[src/rtl/sm_adder_arbiter_if.sv]
// Requester-side bundle for sm_adder_arbiter: operand handshake
// plus the one-hot routed result strobe.
interface sm_adder_arbiter_if #(
  parameter int N    = 32,
  parameter int NREQ = 4
);
  logic [NREQ-1:0]   req_valid;
  logic [NREQ-1:0]   req_ready;
  logic [NREQ*N-1:0] req_a;
  logic [NREQ*N-1:0] req_b;
  logic [NREQ-1:0]   rsp_valid;
  logic [N-1:0]      rsp_data;

  modport master (
    output req_valid,
    output req_a,
    output req_b,
    input  req_ready,
    input  rsp_valid,
    input  rsp_data
  );

  modport slave (
    input  req_valid,
    input  req_a,
    input  req_b,
    output req_ready,
    output rsp_valid,
    output rsp_data
  );
endinterface

[src/rtl/sm_adder_arbiter.sv]
// Round-robin front end for one shared pipelined sign-magnitude
// adder; tracks the owner of each in-flight op and routes results.
module sm_adder_arbiter #(
  parameter int N    = 32,
  parameter int Q    = 15,
  parameter int NREQ = 4,
  parameter int LAT  = 1
) (
  input  logic              clk,
  input  logic              rst,
  sm_adder_arbiter_if.slave req_if,
  output logic [N-1:0]      add_a_o,
  output logic [N-1:0]      add_b_o,
  input  logic [N-1:0]      add_c_i,
  output logic              busy_o
);
  localparam int PW = (NREQ > 1) ? $clog2(NREQ) : 1;
  localparam logic [PW:0]   NR_W = (PW+1)'(NREQ);
  localparam logic [PW-1:0] LAST = PW'(NREQ - 1);

  if (NREQ < 2 || NREQ > 8) begin : g_bad_nreq
    $error("sm_adder_arbiter: NREQ must be 2..8");
  end
  if (LAT < 0 || LAT > 4) begin : g_bad_lat
    $error("sm_adder_arbiter: LAT must be 0..4");
  end
  if (Q < 0 || Q > N - 1) begin : g_bad_q
    $error("sm_adder_arbiter: Q must fit in the magnitude");
  end

  logic [PW-1:0]        ptr_q;
  logic [PW-1:0]        ptr_d;
  logic                 gnt;
  logic [PW-1:0]        gidx;
  logic [N-1:0]         add_a_q;
  logic [N-1:0]         add_a_d;
  logic [N-1:0]         add_b_q;
  logic [N-1:0]         add_b_d;
  logic [LAT:0]         trk_v_q;
  logic [LAT:0][PW-1:0] trk_idx_q;
  logic [NREQ-1:0]      rsp_valid_q;
  logic [NREQ-1:0]      rsp_valid_d;
  logic [N-1:0]         rsp_data_q;
  logic [N-1:0]         rsp_data_d;

  // Scan from the highest offset down so the nearest-to-ptr wins.
  always_comb begin : arb
    logic [PW:0] s;
    gnt  = 1'b0;
    gidx = '0;
    s    = '0;
    for (int k = NREQ - 1; k >= 0; k--) begin
      s = {1'b0, ptr_q} + (PW+1)'(k);
      if (s >= NR_W) s = s - NR_W;
      if (req_if.req_valid[s[PW-1:0]]) begin
        gnt  = 1'b1;
        gidx = s[PW-1:0];
      end
    end
    if (rst) gnt = 1'b0;
  end

  always_comb begin
    req_if.req_ready = '0;
    if (gnt) req_if.req_ready = NREQ'(1) << gidx;
  end

  always_comb begin
    ptr_d   = ptr_q;
    add_a_d = add_a_q;
    add_b_d = add_b_q;
    if (gnt) begin
      ptr_d   = (gidx == LAST) ? '0 : gidx + PW'(1);
      add_a_d = req_if.req_a[gidx*N +: N];
      add_b_d = req_if.req_b[gidx*N +: N];
    end
  end

  // Zero magnitude is forced to +0 so owners never see -0.
  always_comb begin
    rsp_valid_d = '0;
    rsp_data_d  = rsp_data_q;
    if (trk_v_q[LAT]) begin
      rsp_valid_d = NREQ'(1) << trk_idx_q[LAT];
      rsp_data_d  = (add_c_i[N-2:0] == '0) ? '0 : add_c_i;
    end
  end

  always_ff @(posedge clk) begin
    if (rst) begin
      ptr_q       <= '0;
      add_a_q     <= '0;
      add_b_q     <= '0;
      trk_v_q     <= '0;
      trk_idx_q   <= '0;
      rsp_valid_q <= '0;
      rsp_data_q  <= '0;
    end else begin
      ptr_q        <= ptr_d;
      add_a_q      <= add_a_d;
      add_b_q      <= add_b_d;
      trk_v_q[0]   <= gnt;
      trk_idx_q[0] <= gidx;
      for (int k = LAT; k > 0; k--) begin
        trk_v_q[k]   <= trk_v_q[k-1];
        trk_idx_q[k] <= trk_idx_q[k-1];
      end
      rsp_valid_q <= rsp_valid_d;
      rsp_data_q  <= rsp_data_d;
    end
  end

  assign add_a_o          = add_a_q;
  assign add_b_o          = add_b_q;
  assign req_if.rsp_valid = rsp_valid_q;
  assign req_if.rsp_data  = rsp_data_q;
  assign busy_o           = (|trk_v_q) | (|rsp_valid_q);
endmodule

[src/flat_wrapper.sv]
// flat-port wrapper written by rule: the top's interface ports become plain ports
module sm_adder_arbiter_flat 
#(
  parameter int N    = 32,
  parameter int Q    = 15,
  parameter int NREQ = 4,
  parameter int LAT  = 1
)
  (clk, rst, add_a_o, add_b_o, add_c_i, busy_o, req_if_req_valid, req_if_req_a, req_if_req_b, req_if_req_ready, req_if_rsp_valid, req_if_rsp_data);
  sm_adder_arbiter_if #(.N(N), .NREQ(NREQ)) req_if_i ();
  input  logic clk;
  input  logic rst;
  output logic [N-1:0] add_a_o;
  output logic [N-1:0] add_b_o;
  input  logic [N-1:0] add_c_i;
  output logic busy_o;
  input wire logic [$bits(req_if_i.req_valid)-1:0] req_if_req_valid;
  input wire logic [$bits(req_if_i.req_a)-1:0] req_if_req_a;
  input wire logic [$bits(req_if_i.req_b)-1:0] req_if_req_b;
  output wire logic [$bits(req_if_i.req_ready)-1:0] req_if_req_ready;
  output wire logic [$bits(req_if_i.rsp_valid)-1:0] req_if_rsp_valid;
  output wire logic [$bits(req_if_i.rsp_data)-1:0] req_if_rsp_data;
  assign req_if_i.req_valid = req_if_req_valid;
  assign req_if_i.req_a = req_if_req_a;
  assign req_if_i.req_b = req_if_req_b;
  assign req_if_req_ready = req_if_i.req_ready;
  assign req_if_rsp_valid = req_if_i.rsp_valid;
  assign req_if_rsp_data = req_if_i.rsp_data;
  sm_adder_arbiter #(.N(N), .Q(Q), .NREQ(NREQ), .LAT(LAT)) u_core (.clk(clk), .rst(rst), .req_if(req_if_i), .add_a_o(add_a_o), .add_b_o(add_b_o), .add_c_i(add_c_i), .busy_o(busy_o));
endmodule
[config.mk]
export PLATFORM = sky130hd
export DESIGN_NAME = sm_adder_arbiter_flat
export DESIGN_NICKNAME = d
export VERILOG_FILES = /design/src/rtl/sm_adder_arbiter_if.sv /design/src/rtl/sm_adder_arbiter.sv /design/src/flat_wrapper.sv
export SDC_FILE = /design/constraint.sdc
export NUM_CORES = 1
export LEC_CHECK = 0
export ABC_AREA = 0
export ABC_CLOCK_PERIOD_IN_PS = 2350
export BUFFER_PORTS_ARGS = -buffer_cell sky130_fd_sc_hd__buf_2
export CAP_MARGIN = 20
export CORE_AREA = 4 4 152 154
export DETAILED_ROUTE_END_ITERATION = 10
export DIE_AREA = 0 0 156 158
export SETUP_SLACK_MARGIN = 0.15
export SLEW_MARGIN = 30
export SYNTH_ARGS = -nofsm -noshare
export SYNTH_HDL_FRONTEND = slang
export SYNTH_SLANG_ARGS = --single-unit
export TNS_END_PERCENT = 10
[constraint.sdc]
create_clock -name clk -period 2.35 [get_ports clk]
set_clock_uncertainty 0.2 [all_clocks]
set_input_delay 0.3525 -clock clk [delete_from_list [all_inputs] [get_ports clk]]
set_output_delay 0.3525 -clock clk [all_outputs]
set_load 0.005 [all_outputs]
==> qor.yml <==
finish.net_count: 1319
clock.fmax_mhz: 429.4
slew_headroom_pct: 64.30
track_usage_pct: 17.80
cellLeakagePower_nw: 4.474
clk_path_buf_depth: 2
syn_nets: 915
hold_path_class: "input port to flip-flop"
first_iter_violations: 263
dr.pass1.iters: 6
wl_met3_mm: 2.014
clk_pin_slew_ps: 90
yosysUniqueCellTypes: 33
cts_hold_buffers: 0
setup_ws_ps: 21.24
synth_area_um2: 5597
cp.required_ps: 1800
dp_hpwl_mm: 17.33
final_common_cell: "buf_2"
cts-root-buf: "clkbuf_16"
post-route-period-util_pct: 99.10
cts_tree: "yes"
die_area_um2: 24650
p_total_mw: 5.676
synth-seq-cells: 108
top_layer_used: "met5"
grt_pass1_vias: 6406
drtAntennaViolNets: 0
end_kind: "primary output"
drv_slew: 0
dp_slack_ps: -191.8
grt-ovfl-total: 0
cts_buffers: 9
grt_setup_unrepaired: "true"
insertion_delay_ps: 360
worstSetupStartpointType: "flip-flop"
viasPerCell: 4.929
postSynthAreaPerCell_um2: 9.012
worstMarginPinSlew_ps: 535.5
routedWlPerCell_um: 18.39
layout-drive-gt1-share_pct: 56.12
dp.cells: 1273
wirelength_mm: 24.17
antenna_found_initial: 5
drc: 0
status: "complete, no violations"
vias: 6477
die_w_um: 156
final_cell_mix: "buf_2, dfxtp_1, mux2i_1, nand2_1, a211oi_2"
wl_met2_mm: 11.77
area_growth_pct: 64.57
power_density_nw_per_um2: 616.2
port_buffers: 398
start_util_pct: 25.80
drt-met1-wl_mm: 9.872
pin_count: 399
clock_sinks: 108
ir_worst_vdd_mv: 0.2793
gp_congestion: 0.8069
critPathMaxFanout: 4
yosysSeqAreaShare_pct: 38.63
fin_crit_ps: 2329
ys.warnings.count: 0
path_class: "flip-flop to primary output"
grt_pass1_wl_mm: 34.48
htreeDepth: 3
coreArea_um2: 21690
drv_cap: 0
setup_viol: 0
rows: 54
syn_inst: 621
crit_arrival_ps: 1780
fin_cells: 1314
grt_max_degree: 45
finalHoldViolations: 0
chipHeight_um: 158
kinds of logic (layout without fill, tap and decap cells):
| group | count (synthesis) | in the layout | share of synthesized area, % |
|---|---|---|---|
| flip-flops | 108 | 108 | 38.63 |
| buffers and inverters | 65 | 473 | 6.238 |
| other | 0 | 4 | 0 |
| AO/OA/AOI/OAI | 147 | 147 | 20.43 |
| AND/OR/NAND/NOR | 218 | 219 | 19.85 |
| multiplexers | 83 | 83 | 14.84 |
worst max-delay path, cell delays in order (launching register included):
cell	delay, ps
dfxtp_2	360
nor2b_1	60
or4b_4	530
and2_4	210
nor3_4	120
buf_2	140
synthesized netlist by cell type, drive strengths merged:
| cell | count | area [um2] |
|---|---|---|
| dfxtp | 108 | 2162 |
| mux2i | 83 | 830.8 |
| and3 | 77 | 481.7 |
| a211oi | 76 | 570.6 |
| nand2 | 72 | 277.8 |
| clkbuf | 41 | 153.9 |
| o31ai | 38 | 285.3 |
| nor2 | 37 | 138.9 |
| o221ai | 26 | 227.7 |
| buf | 22 | 187.7 |
| nor2b | 9 | 56.30 |
| nor4 | 9 | 56.30 |
| nor3 | 5 | 25.02 |
| inv | 2 | 7.510 |
| nand4 | 2 | 12.51 |
| a21boi | 1 | 7.510 |
| a21oi | 1 | 5.000 |
| a311oi | 1 | 8.760 |
| and2 | 1 | 8.760 |
| and3b | 1 | 8.760 |
| nand2b | 1 | 6.260 |
| nor3b | 1 | 7.510 |
| o211ai | 1 | 7.510 |
| o21ai | 1 | 5.000 |
| o32a | 1 | 10.01 |
| o32ai | 1 | 16.27 |
| or2 | 1 | 6.260 |
| or4 | 1 | 11.26 |
| or4b | 1 | 13.76 |
routing by layer:
metal	global-route usage, %	vias to the layer above
li1	-	3152
met1	21.16	2985
met2	31.10	297
met3	5.249	37
met4	5.252	6
met5	0	-
power by group:
| group | switching (mW) | internal, mW | total (mW) | leakage (nW) |
|---|---|---|---|---|
| clock network | 0.826 | 0.769 | 1.60 | 0.151 |
| registers | 0.0972 | 2.03 | 2.13 | 0.894 |
| logic | 0.943 | 1.01 | 1.95 | 3.43 |
| total | 1.87 | 3.81 | 5.68 | 4.47 |
what timing repair did:
| item | in CTS | in global routing |
|---|---|---|
| buffers inserted | 11 | 4 |
| pin swaps | 15 | 75 |
| cloned | 4 | 3 |
| gates resized for setup | 69 | 48 |
| setup endpoints to repair | 30 | 67 |
sequential cells by signal (all words and copies together), names as in the netlist:
register and cells:
u_core.add_a_o 32, u_core.add_b_o 32, u_core.req_if.rsp_data 32, u_core.req_if.rsp_valid 4, u_core.trk_idx_q 4, u_core.ptr_q 2
u_core.trk_v_q 2
metrics by stage:
step	hold slack, ps	setup TNS, ps	utilization (%)	area [um2]
2_1_floorplan	213.8	0	-	5597
3_3_place_gp	220.1	-776.8	37.16	8059
3_5_place_dp	229.7	-1377	37.16	8059
4_1_cts	30.14	-95.99	41.06	8905
5_1_grt	23.18	-131.7	42.44	9205
6_report	47.26	0	42.47	9210
final timing paths:
kind              slack, ps  depth (start not counted)                      startpoint                                endpoint
setup / recovery         20                          5    u_core.ptr_q[0]$_SDFFE_PP0P_                     req_if_req_ready[3]
hold / removal           50                          3                      add_c_i[5]  u_core.req_if.rsp_data[5]$_SDFFE_PP0P_
setup reg to reg        130                          8    u_core.ptr_q[0]$_SDFFE_PP0P_         u_core.add_a_o[10]$_SDFFE_PP0P_
hold reg to reg         250                          1  u_core.trk_idx_q[1]$_SDFF_PP0_          u_core.trk_idx_q[3]$_SDFF_PP0_
layout make-up:
class	count	area, um2
multi-input cells	449	3628
clock buffers	9	225.2
flip-flops and latches	108	2165
clock inverters	7	86.33
well taps	280	350.3
diodes	4	10.01
repair buffers	455	2738
fillers	2171	12480
inverters	2	7.507
Power figures use the tool's default switching activity.
